==> src/rtl/regfile_write_arbiter.sv <==
// Arbitrates the register file write port between pipeline writeback (priority,
// combinational pass-through) and a FIFO of buffered IO writes with starvation stall.
module regfile_write_arbiter #(
  parameter int WIDTH        = 16,
  parameter int ADDRESSWIDTH = 4,
  parameter int DEPTH        = 4,
  parameter int MAXWAIT      = 8,
  parameter logic [ADDRESSWIDTH-1:0] RSVDADDR = '1
) (
  input  logic                     clk,
  input  logic                     rst,
  input  logic                     wb_we,
  input  logic [ADDRESSWIDTH-1:0]  wb_wa,
  input  logic [WIDTH-1:0]         wb_wd,
  input  logic                     io_valid,
  output logic                     io_ready,
  input  logic [ADDRESSWIDTH-1:0]  io_wa,
  input  logic [WIDTH-1:0]         io_wd,
  output logic                     we3,
  output logic [ADDRESSWIDTH-1:0]  wa3,
  output logic [WIDTH-1:0]         wd3,
  output logic                     stall,
  output logic                     drop_err,
  output logic [$clog2(DEPTH):0]   io_count
);

  localparam int PW = $clog2(DEPTH);
  localparam int CW = PW + 1;
  localparam int WW = (MAXWAIT > 2) ? $clog2(MAXWAIT) : 1;
  localparam int EW = ADDRESSWIDTH + WIDTH;

  logic [EW-1:0] mem_q [DEPTH];
  logic [PW-1:0] rd_ptr_q, rd_ptr_d;
  logic [PW-1:0] wr_ptr_q, wr_ptr_d;
  logic [CW-1:0] count_q, count_d;
  logic [WW-1:0] wait_cnt_q, wait_cnt_d;
  logic          stall_q, stall_d;
  logic          drop_err_q, drop_err_d;

  logic                    fifo_empty;
  logic                    io_gnt;
  logic                    wb_gnt;
  logic                    any_gnt;
  logic                    rsvd_hit;
  logic                    push;
  logic [ADDRESSWIDTH-1:0] head_wa;
  logic [WIDTH-1:0]        head_wd;
  logic [ADDRESSWIDTH-1:0] gnt_wa;
  logic [WIDTH-1:0]        gnt_wd;

  assign fifo_empty = (count_q == '0);
  assign io_ready   = (count_q < CW'(DEPTH));
  assign push       = io_valid && io_ready;
  assign {head_wa, head_wd} = mem_q[rd_ptr_q];

  // A stall cycle always drains the FIFO head, so wb_we is ignored there.
  assign io_gnt  = !fifo_empty && (stall_q || !wb_we);
  assign wb_gnt  = !io_gnt && wb_we;
  assign any_gnt = io_gnt || wb_gnt;

  assign gnt_wa   = io_gnt ? head_wa : wb_wa;
  assign gnt_wd   = io_gnt ? head_wd : wb_wd;
  assign rsvd_hit = any_gnt && (gnt_wa == RSVDADDR);

  assign we3 = any_gnt && !rsvd_hit && !rst;
  assign wa3 = any_gnt ? gnt_wa : '0;
  assign wd3 = any_gnt ? gnt_wd : '0;

  assign stall    = stall_q;
  assign drop_err = drop_err_q;
  assign io_count = count_q;

  always_comb begin
    rd_ptr_d   = rd_ptr_q;
    wr_ptr_d   = wr_ptr_q;
    count_d    = count_q;
    wait_cnt_d = wait_cnt_q;
    stall_d    = 1'b0;
    drop_err_d = rsvd_hit;

    if (io_gnt) rd_ptr_d = rd_ptr_q + 1'b1;
    if (push)   wr_ptr_d = wr_ptr_q + 1'b1;

    case ({push, io_gnt})
      2'b10:   count_d = count_q + 1'b1;
      2'b01:   count_d = count_q - 1'b1;
      default: count_d = count_q;
    endcase

    if (fifo_empty || io_gnt) begin
      wait_cnt_d = '0;
    end else if (wait_cnt_q != WW'(MAXWAIT - 1)) begin
      wait_cnt_d = wait_cnt_q + 1'b1;
    end

    stall_d = !fifo_empty && !io_gnt && (wait_cnt_q == WW'(MAXWAIT - 1));
  end

  always_ff @(posedge clk) begin
    if (rst) begin
      rd_ptr_q   <= '0;
      wr_ptr_q   <= '0;
      count_q    <= '0;
      wait_cnt_q <= '0;
      stall_q    <= 1'b0;
      drop_err_q <= 1'b0;
    end else begin
      rd_ptr_q   <= rd_ptr_d;
      wr_ptr_q   <= wr_ptr_d;
      count_q    <= count_d;
      wait_cnt_q <= wait_cnt_d;
      stall_q    <= stall_d;
      drop_err_q <= drop_err_d;
    end
  end

  // Storage needs no reset; occupancy alone decides which entries are live.
  always_ff @(posedge clk) begin
    if (push && !rst) mem_q[wr_ptr_q] <= {io_wa, io_wd};
  end

endmodule
==> config.mk <==
export PLATFORM = sky130hd
export DESIGN_NAME = regfile_write_arbiter
export DESIGN_NICKNAME = d
export VERILOG_FILES = /design/src/rtl/regfile_write_arbiter.sv
export SDC_FILE = /design/constraint.sdc
export NUM_CORES = 1
export LEC_CHECK = 0
export CAP_MARGIN = 10
export CELL_PAD_IN_SITES_DETAIL_PLACEMENT = 1
export CELL_PAD_IN_SITES_GLOBAL_PLACEMENT = 2
export CORE_MARGIN = 2
export CORE_UTILIZATION = 35
export DETAILED_ROUTE_END_ITERATION = 12
export PLACE_DENSITY = 0.72
export SLEW_MARGIN = 20
export SYNTH_ARGS = -nofsm -noshare
export SYNTH_HDL_FRONTEND = slang
export SYNTH_SLANG_ARGS = --single-unit
==> constraint.sdc <==
create_clock -name clk -period 3.4 [get_ports clk]
set_clock_uncertainty 0.1 [all_clocks]
set_input_delay 0.51 -clock clk [delete_from_list [all_inputs] [get_ports clk]]
set_output_delay 0.51 -clock clk [all_outputs]
set_load 0.02 [all_outputs]
After elaboration in Yosys (flattened, before gate mapping)
Memory sizes are Yosys's and may differ from the RTL's. A register that Yosys moved wholly into a read port is not among the register bits. Cells that the tools add are included. Widths: inputs -> output; s select.

Div/mod/pow operators: 0. Reductions and logical operators: 20. Magnitude comparators: 1. Bitwise logic cells: 0. Multiply operators: 0. Eq/ne operators: 5. Add/sub/neg operators: 5. Shift operators: 0. Multiplexer cells: 9.

Operator list (number): $mux 16 (2); $logic_and 1x1->1 (9); $mux 4 (2); $add 3x1->3 const B (2); $pmux 3 s2 (1); $logic_not 1->1 (5); $add 2x1->2 const B (2); $eq 4x4->1 const B (1); $mux 2 (2); $eq 3x3->1 const B (1); $logic_not 3->1 (1); $logic_or 1x1->1 (3); $lt 3x3->1 const B (1); $ne 3x3->1 const B (1); $sub 3x1->3 const B (1); $eq 2x1->1 const B (1); $eq 2x2->1 const B (1); $mux 1 (2); $reduce_bool 2->1 (1); $reduce_or 2->1 (1).

Register bits after elaboration: 12. Output and inout bits: 27. Memories: 1. RAM bits: 80. Bits in latches: 0. Bits in read-only memories: 0. Input bits: 44. Word-level logic and storage cells: 47.

Memory list: mem_q (depth 4, bits a word 20, read ports 1, clocked after memory_dff 1, write ports 1, line 32) `logic [EW-1:0] mem_q [DEPTH];`.

Longest topological paths before layout
Gate-level depths: netlist of run 1.

Depth in word-level cells: 10. Depth in mapped cells: 10. Gate-level depth less buffers: 8.

Least setup slack after synthesis of run 1
OpenSTA, ideal clock, no wires.

Path kind: input -> register. Start: in wb_we. End: reg count_q[2] (netlist: io_count[2]). Library setup time: 72 ps. Arrival: 2456 ps. Path buffers: 2. Slack: 772 ps. Data required time: 3228 ps. Cell stages on the path: 10. Cells stage by stage: buf_2 -> and2b_1 -> nor2_4 -> buf_2 -> ha_1 -> inv_1 -> fa_1 -> xor2_1 -> or3_1 -> a21oi_1.

Longest elaborated chain between the ends: 5. Elaborated cells on any way between the ends: 7. Classes of those cells: 2 x eq/ne; 1 x mux; 4 x reduce/logical.

RTL lines: start, declared (line 12) `input logic wb_we,`; $logic_not 1->1 * (line 57) `assign io_gnt = !fifo_empty && (stall_q || !wb_we);`; $logic_or 1x1->1 * (line 57); $logic_and 1x1->1 * (line 57); $eq 2x1->1 or $eq 2x2->1 (tied branches) (line 84) `case ({push, io_gnt})`; $pmux 3 s2 or $reduce_bool 2->1 (tied branches); end signal, assigned (line 110) `count_q <= count_d;`; end, declared (line 35) `logic [CW-1:0] count_q, count_d;`.

Mark *: on every way between the ends. The rest lies on a longest branch, timed or not. A chain may end at the register's enable or synchronous reset.

==> impl_metrics.py, run 1 <==
metrics = {
    "status": {
        "outcome": "finished, final reports clean",
    },
    "clock_network": {
        "clock_latency_ns": 0.36,
        "cts_hold_buf": 0,
        "post_cts_buffers": 0,
        "ctsLongestPathBuffers": 2,
        "cts_sinks": 94,
        "cts_buffers": 9,
        "cts_tree": "built",
        "cts_resized": 0,
        "htree_num_levels": 3,
        "root_buffer": "clkbuf_8",
        "clk_pin_slew_ns": 0.10,
    },
    "global_route": {
        "antenna_found_initial": 0,
        "grt_pass1_wl_mm": 12.6,
        "grt_max_degree": 25,
        "gr-total-overflow": 0,
        "grt_pass1_vias": 2361,
        "track_usage_pct": 14.4,
    },
    "detailed_routing": {
        "detail_route.iter0.violations": 49,
        "vias": 2301,
        "ant_nets": 0,
        "vias_per_cell": 4.88,
        "wl_per_cell_um": 16.7,
        "dr.pass1.iters": 4,
        "wl_mm": 7.89,
        "drc_errors": 0,
    },
    "sta": {
        "max_slew.worst_pin.slew_ns": 0.463,
        "setup_ws_ns": 0.251,
        "setup_viol": 0,
        "finalHoldViolCount": 0,
        "grt_setup_unrepaired": "false",
        "min_period_over_period_pct": 92.6,
        "slew_violations": 0,
        "setup_tns_ns": 0,
        "max_freq_mhz": 318,
        "relSlewSlack_pct": 69.0,
        "finalCriticalPeriod_ns": 3.15,
    },
    "logic_synthesis": {
        "netlist-cell-type-count": 31,
        "syn_avg_cell_area_sq_um": 16.1,
        "synth_edf_count": 80,
        "ys_dominant_reg_cell": "edfxtp_1",
        "synth_seq_cells": 94,
        "netlist_area_sq_mm": 0.00390,
        "synth_seq_area_share_pct": 68.7,
        "synthCells": 243,
        "synth_top_cells_by_count": "edfxtp_1, nand2_1, nor2_1",
        "synth_most_common_cell": "edfxtp_1",
        "ys_async_sr_fraction_pct": 0,
        "synth_top_area_share_pct": 61.6,
        "synth.area.top_cells": "edfxtp_1, mux4_2, dfxtp_1",
        "yosysWarnings": 0,
        "synth_nets": 295,
        "synth_top_area_cell": "edfxtp_1",
    },
    "critical_path": {
        "critical_path_class": "register to output port",
        "r2r_cells": 9,
        "cp.required_ns": 2.79,
        "start_kind": "register",
        "crit_path_end": "wd3[3]",
        "rr_startpoint": "stall",
        "end_kind": "output port",
        "worstPathArrival_ns": 2.54,
        "reg2reg_to": "io_count[2]",
        "r2r_setup_slack_ns": 0.97,
        "cp_max_fo": 11,
    },
    "floorplan": {
        "fp-row-count": 38,
        "core_region_area_sq_mm": 0.0108,
        "start_util_pct": 36.0,
        "fp.dieW_um": 110,
        "ios": 71,
        "fp.dieArea_sq_mm": 0.0120,
        "die_y_um": 110,
    },
    "place": {
        "place_congestion": 0.734,
        "post-dp-hpwl_mm": 5.45,
        "dp_slack_ns": 0.385,
        "numPortBuffers": 70,
    },
    "finish": {
        "drive_gt1_share_pct": 14.2,
        "syn_to_final_growth_pct": 28.0,
        "n_fill_cell": 1103,
        "n_antenna_cell": 0,
        "final_nets": 379,
        "fin_util_pct": 46.1,
    },
    "flow_run": {
        "cap_viol_max_count": 0,
    },
    "pwr": {
        "p_sw_share_pct": 32.4,
        "p_comb_share_pct": 35.0,
        "ir_drop_v": 0.000268,
        "pwr-share-clk_pct": 20.9,
        "switching_power_mw": 1.04,
        "intPower_mw": 2.17,
        "p_leak_nw": 1.67,
        "seq_power_share_pct": 44.1,
        "pwr_density_cell_mw_per_mm2": 643,
    },
    "hold_path": {
        "hold_path.class": "register to register",
    },
}
kinds of logic after synthesis:
family,count (synthesis),synth area share (%)
simple gates,68,8.11
xor+xnor,6,1.35
flops,94,68.7
buf+inv,18,2.31
compound gates,24,3.24
mux,25,13.5
fa+ha+maj,8,2.76
area by class of cell:
type	instances	area, sq um	share of cell area [%]
inverter	8	30.0	0.601
timing repair buffer	83	798	16.0
clock inverter	7	56.3	1.13
sequential	94	2680	53.7
tap	140	175	3.51
multi-input combinational	131	1130	22.6
clock buffer	9	124	2.48
through the flow:
stage | hold slack, ns | total power, mW | area, sq um | instances
final | 0.414 | 3.21 | 5000 | 472
after global routing | 0.453 | 3.40 | 5000 | 472
after CTS | 0.421 | 3.26 | 5000 | 472
after detailed placement | 0.394 | 2.59 | 4820 | 456
after global placement | 0.379 | 2.58 | 4820 | 456
after floorplan | 0.368 | 2.14 | 3900 | 243
flip-flops by register name, summed over array words and instances (netlist names), named ones only:
| name | cells |
|---|---|
| wait_cnt_q | 3 |
| drop_err | 1 |
| stall | 1 |
| wr_ptr_q | 2 |
| rd_ptr_q | 2 |
| mem_q | 80 |
| io_count | 3 |
placed cells by master, fill, tap and decap left out:
master           synthesis  final
and2_1                   4      4
nor3_2                   2      2
ha_1                     7      7
or3_1                    3      3
inv_1                    8      8
o21ai_2                  1      1
nand2_1                 32     32
o211ai_1                 1      1
clkdlybuf4s50_1          0     70
a21oi_1                  4      4
buf_4                    0     13
and2b_1                  1      1
edfxtp_1                80     80
mux4_2                  13     13
clkinv_4                 0      1
nor3b_2                  1      1
nand2b_1                 1      1
nor2b_1                  1      1
mux2i_1                  5      5
inv_8                    0      1
inv_6                    0      1
xnor2_1                  2      2
dfxtp_1                 14     14
o21ai_0                 13     13
clkinvlp_4               0      3
nor2_1                  18     18
mux4_1                   7      7
clkbuf_8                 0      9
xor2_1                   4      4
nor2_4                   1      1
clkinv_2                 0      1
o21ai_1                  5      5
and3_1                   1      1
fa_1                     1      1
nand3_1                  3      3
critical path: stages (launching register included):
cell             delay, ns
dfxtp_1               0.54
buf_4                 0.32
mux4_1                0.62
nand2_1               0.10
o21ai_1               0.06
clkdlybuf4s50_1       0.54
power by group through the flow:
stage	Clock (mW)	Sequential [mW]	Combinational, mW
after floorplan	0	1.43	0.703
after global placement	0	1.44	1.13
after CTS	0.693	1.42	1.15
final	0.670	1.42	1.12
after detailed placement	0	1.45	1.15
after global routing	0.740	1.43	1.23
worst min-delay path by stage:
stage | from | to | slack (ns) | depth (start not counted)
2_1_floorplan | wait_cnt_q[1] | wait_cnt_q[1] | 0.37 | 2
3_3_place_gp | wait_cnt_q[2] | wait_cnt_q[2] | 0.38 | 2
3_5_place_dp | wait_cnt_q[2] | wait_cnt_q[2] | 0.39 | 2
4_1_cts | wait_cnt_q[2] | wait_cnt_q[2] | 0.42 | 2
5_1_grt | wait_cnt_q[1] | wait_cnt_q[1] | 0.45 | 2
6_report | wait_cnt_q[2] | wait_cnt_q[2] | 0.41 | 2
layer usage:
| layer | part of all wire [%] | global-route usage [%] | up-vias | wire length [um] |
|---|---|---|---|---|
| met5 | 0 | 0 | - | 0 |
| met4 | 2.0 | 6.24 | 0 | 158 |
| met3 | 3.0 | 2.67 | 10 | 240 |
| met2 | 49 | 23.2 | 39 | 3850 |
| met1 | 46 | 19.0 | 1172 | 3640 |
| li1 | - | - | 1080 | - |
(Power assumes the default switching activity.)
==> inputs of run 2 (changes only) <==
--- a/config.mk
+++ b/config.mk
@@ -5,10 +5,9 @@
 export SDC_FILE = /design/constraint.sdc
 export NUM_CORES = 1
 export LEC_CHECK = 0
-export CAP_MARGIN = 10
+export CAP_MARGIN = 20
 export CELL_PAD_IN_SITES_DETAIL_PLACEMENT = 1
 export CELL_PAD_IN_SITES_GLOBAL_PLACEMENT = 2
-export CORE_MARGIN = 2
 export CORE_UTILIZATION = 35
 export DETAILED_ROUTE_END_ITERATION = 12
 export PLACE_DENSITY = 0.72
==> run 2 against run 1 <==
  * Global-route usage is 1.4 points higher
  * Register-to-register slack got worse by 0.04 ns
  * Cell area is 0.95% higher
  * Non-clock buffer count unchanged
  * Sequential share of layout area fell by 0.51 points
  * Maximum frequency down 1.5%
  * Sequential power is essentially flat
  * First-iteration DRC count is 45% higher
==> impl_metrics.py, run 2 (synthesis results as in run 1) <==
metrics = {
    "detailed_routing": {
        "vias_per_cell": 4.86,
        "wl_mm": 8.23,
        "dr.pass1.iters": 4,
        "drc_errors": 0,
        "detail_route.iter0.violations": 71,
        "wl_per_cell_um": 17.4,
        "vias": 2293,
        "ant_nets": 0,
    },
    "clock_network": {
        "cts_buffers": 9,
        "ctsLongestPathBuffers": 2,
        "root_buffer": "clkbuf_8",
        "clock_latency_ns": 0.36,
        "cts_tree": "built",
        "htree_num_levels": 3,
        "clk_pin_slew_ns": 0.09,
        "cts_sinks": 94,
    },
    "pwr": {
        "pwr-share-clk_pct": 23.5,
        "pwr_density_cell_mw_per_mm2": 664,
        "p_comb_share_pct": 34.0,
        "switching_power_mw": 1.03,
        "finalPower_mw": 3.35,
        "p_leak_nw": 1.69,
        "p_sw_share_pct": 30.9,
        "intPower_mw": 2.31,
        "seq_power_share_pct": 42.5,
        "ir_drop_v": 0.000309,
    },
    "finish": {
        "drive_gt1_share_pct": 13.3,
        "largest_register": "mem_q",
        "syn_to_final_growth_pct": 29.2,
        "n_antenna_cell": 0,
        "final_cell_mix": "edfxtp_1, clkdlybuf4s50_1, nand2_1",
        "final_nets": 379,
        "largest_reg_flops": 80,
        "final_common_cell": "edfxtp_1",
        "n_fill_cell": 1106,
    },
    "sta": {
        "setup_viol": 0,
        "finalHoldViolCount": 0,
        "max_slew.worst_pin.slew_ns": 0.532,
        "grt_setup_unrepaired": "false",
        "relSlewSlack_pct": 64.5,
        "finalCriticalPeriod_ns": 3.20,
        "holdWs_ns": 0.413,
        "min_period_over_period_pct": 94.0,
        "slew_violations": 0,
        "setup_tns_ns": 0,
        "max_freq_mhz": 313,
    },
    "floorplan": {
        "fp.dieArea_sq_mm": 0.0116,
        "die_y_um": 108,
        "fp-row-count": 38,
        "core_region_area_sq_mm": 0.0108,
        "fp.dieW_um": 108,
        "start_util_pct": 36.0,
        "ios": 71,
    },
    "critical_path": {
        "critical_path_class": "register to output port",
        "worstPathArrival_ns": 2.59,
        "end_kind": "output port",
        "cp_max_fo": 14,
        "cp.required_ns": 2.79,
        "start_kind": "register",
    },
    "global_route": {
        "grt_pass1_vias": 2418,
        "antenna_found_initial": 0,
        "track_usage_pct": 15.8,
        "grt_max_degree": 26,
        "gr-total-overflow": 0,
        "grt_pass1_wl_mm": 13.2,
    },
    "place": {
        "post-dp-hpwl_mm": 5.79,
        "place_congestion": 0.646,
        "numPortBuffers": 70,
    },
    "flow_run": {
        "cap_viol_max_count": 0,
    },
    "status": {
        "outcome": "finished, final reports clean",
    },
    "hold_path": {
        "hold_path.class": "register to register",
    },
}
[run 2: cell types whose count changed in the layout (fill, tap and decap cells not counted), sizes merged]
cell      previous run  this run
clkinv               2         3
bufinv               0         2
clkinvlp             3         1
inv                 10         9
[run 2: metal layers]
layer | track usage (%) | up-vias | wire length (um)
li1 | - | 1080 | -
met1 | 19.6 | 1162 | 3600
met2 | 27.0 | 37 | 4260
met3 | 3.21 | 14 | 219
met4 | 6.26 | 0 | 145
met5 | 0 | - | 0
[run 2: stage by stage]
| step | cell area (sq um) | std cells | setup slack [ns] | util, % |
|---|---|---|---|---|
| 2_1_floorplan | 3900 | 243 | 0.772 | - |
| 3_3_place_gp | 4830 | 456 | 0.334 | 44.5 |
| 3_5_place_dp | 4830 | 456 | 0.344 | 44.5 |
| 4_1_cts | 5040 | 472 | 0.0401 | 46.5 |
| 5_1_grt | 5040 | 472 | 0.0667 | 46.5 |
| 6_report | 5040 | 472 | 0.203 | 46.5 |
[run 2: area by class of cell]
cell class,count,area (sq um),share of cell area [%]
Sequential cell,94,2680,53.2
Tap cell,140,175,3.47
Inverter,8,30.0,0.595
Multi-Input combinational cell,131,1130,22.4
Timing Repair Buffer,83,815,16.1
Clock inverter,7,87.6,1.74
Clock buffer,9,124,2.46
[run 2: final timing paths]
check                                   start             to  slack, ns  cells after the start
worst max register to register          stall    io_count[2]       0.93                      9
worst max-delay path                 register        wd3[15]       0.20                      5
worst min-delay path            wait_cnt_q[1]  wait_cnt_q[1]       0.41                      2
worst min register to register  wait_cnt_q[1]  wait_cnt_q[1]       0.41                      2
[run 2: repair_timing]
| action | 4_1_cts | 5_1_grt |
|---|---|---|
| endpoints found under the setup margin | 0 | 1 |
| resized for setup | 0 | 1 |
| hold buffers | 0 | 0 |
| buffers inserted | 0 | 0 |
[run 2: worst max-delay path, cell delays in order, from the launching register on]
cell             delay [ns]
dfxtp_1                0.57
buf_6                  0.29
mux4_1                 0.62
nand2_1                0.10
o21ai_0                0.10
clkdlybuf4s50_1        0.56
[run 2: power groups by stage]
stage | Sequential [mW] | Combinational [mW] | Clock (mW)
final | 1.42 | 1.14 | 0.788
after global routing | 1.44 | 1.24 | 0.847
after CTS | 1.43 | 1.16 | 0.807
after global placement | 1.45 | 1.14 | 0
after floorplan | 1.43 | 0.703 | 0
after detailed placement | 1.45 | 1.15 | 0
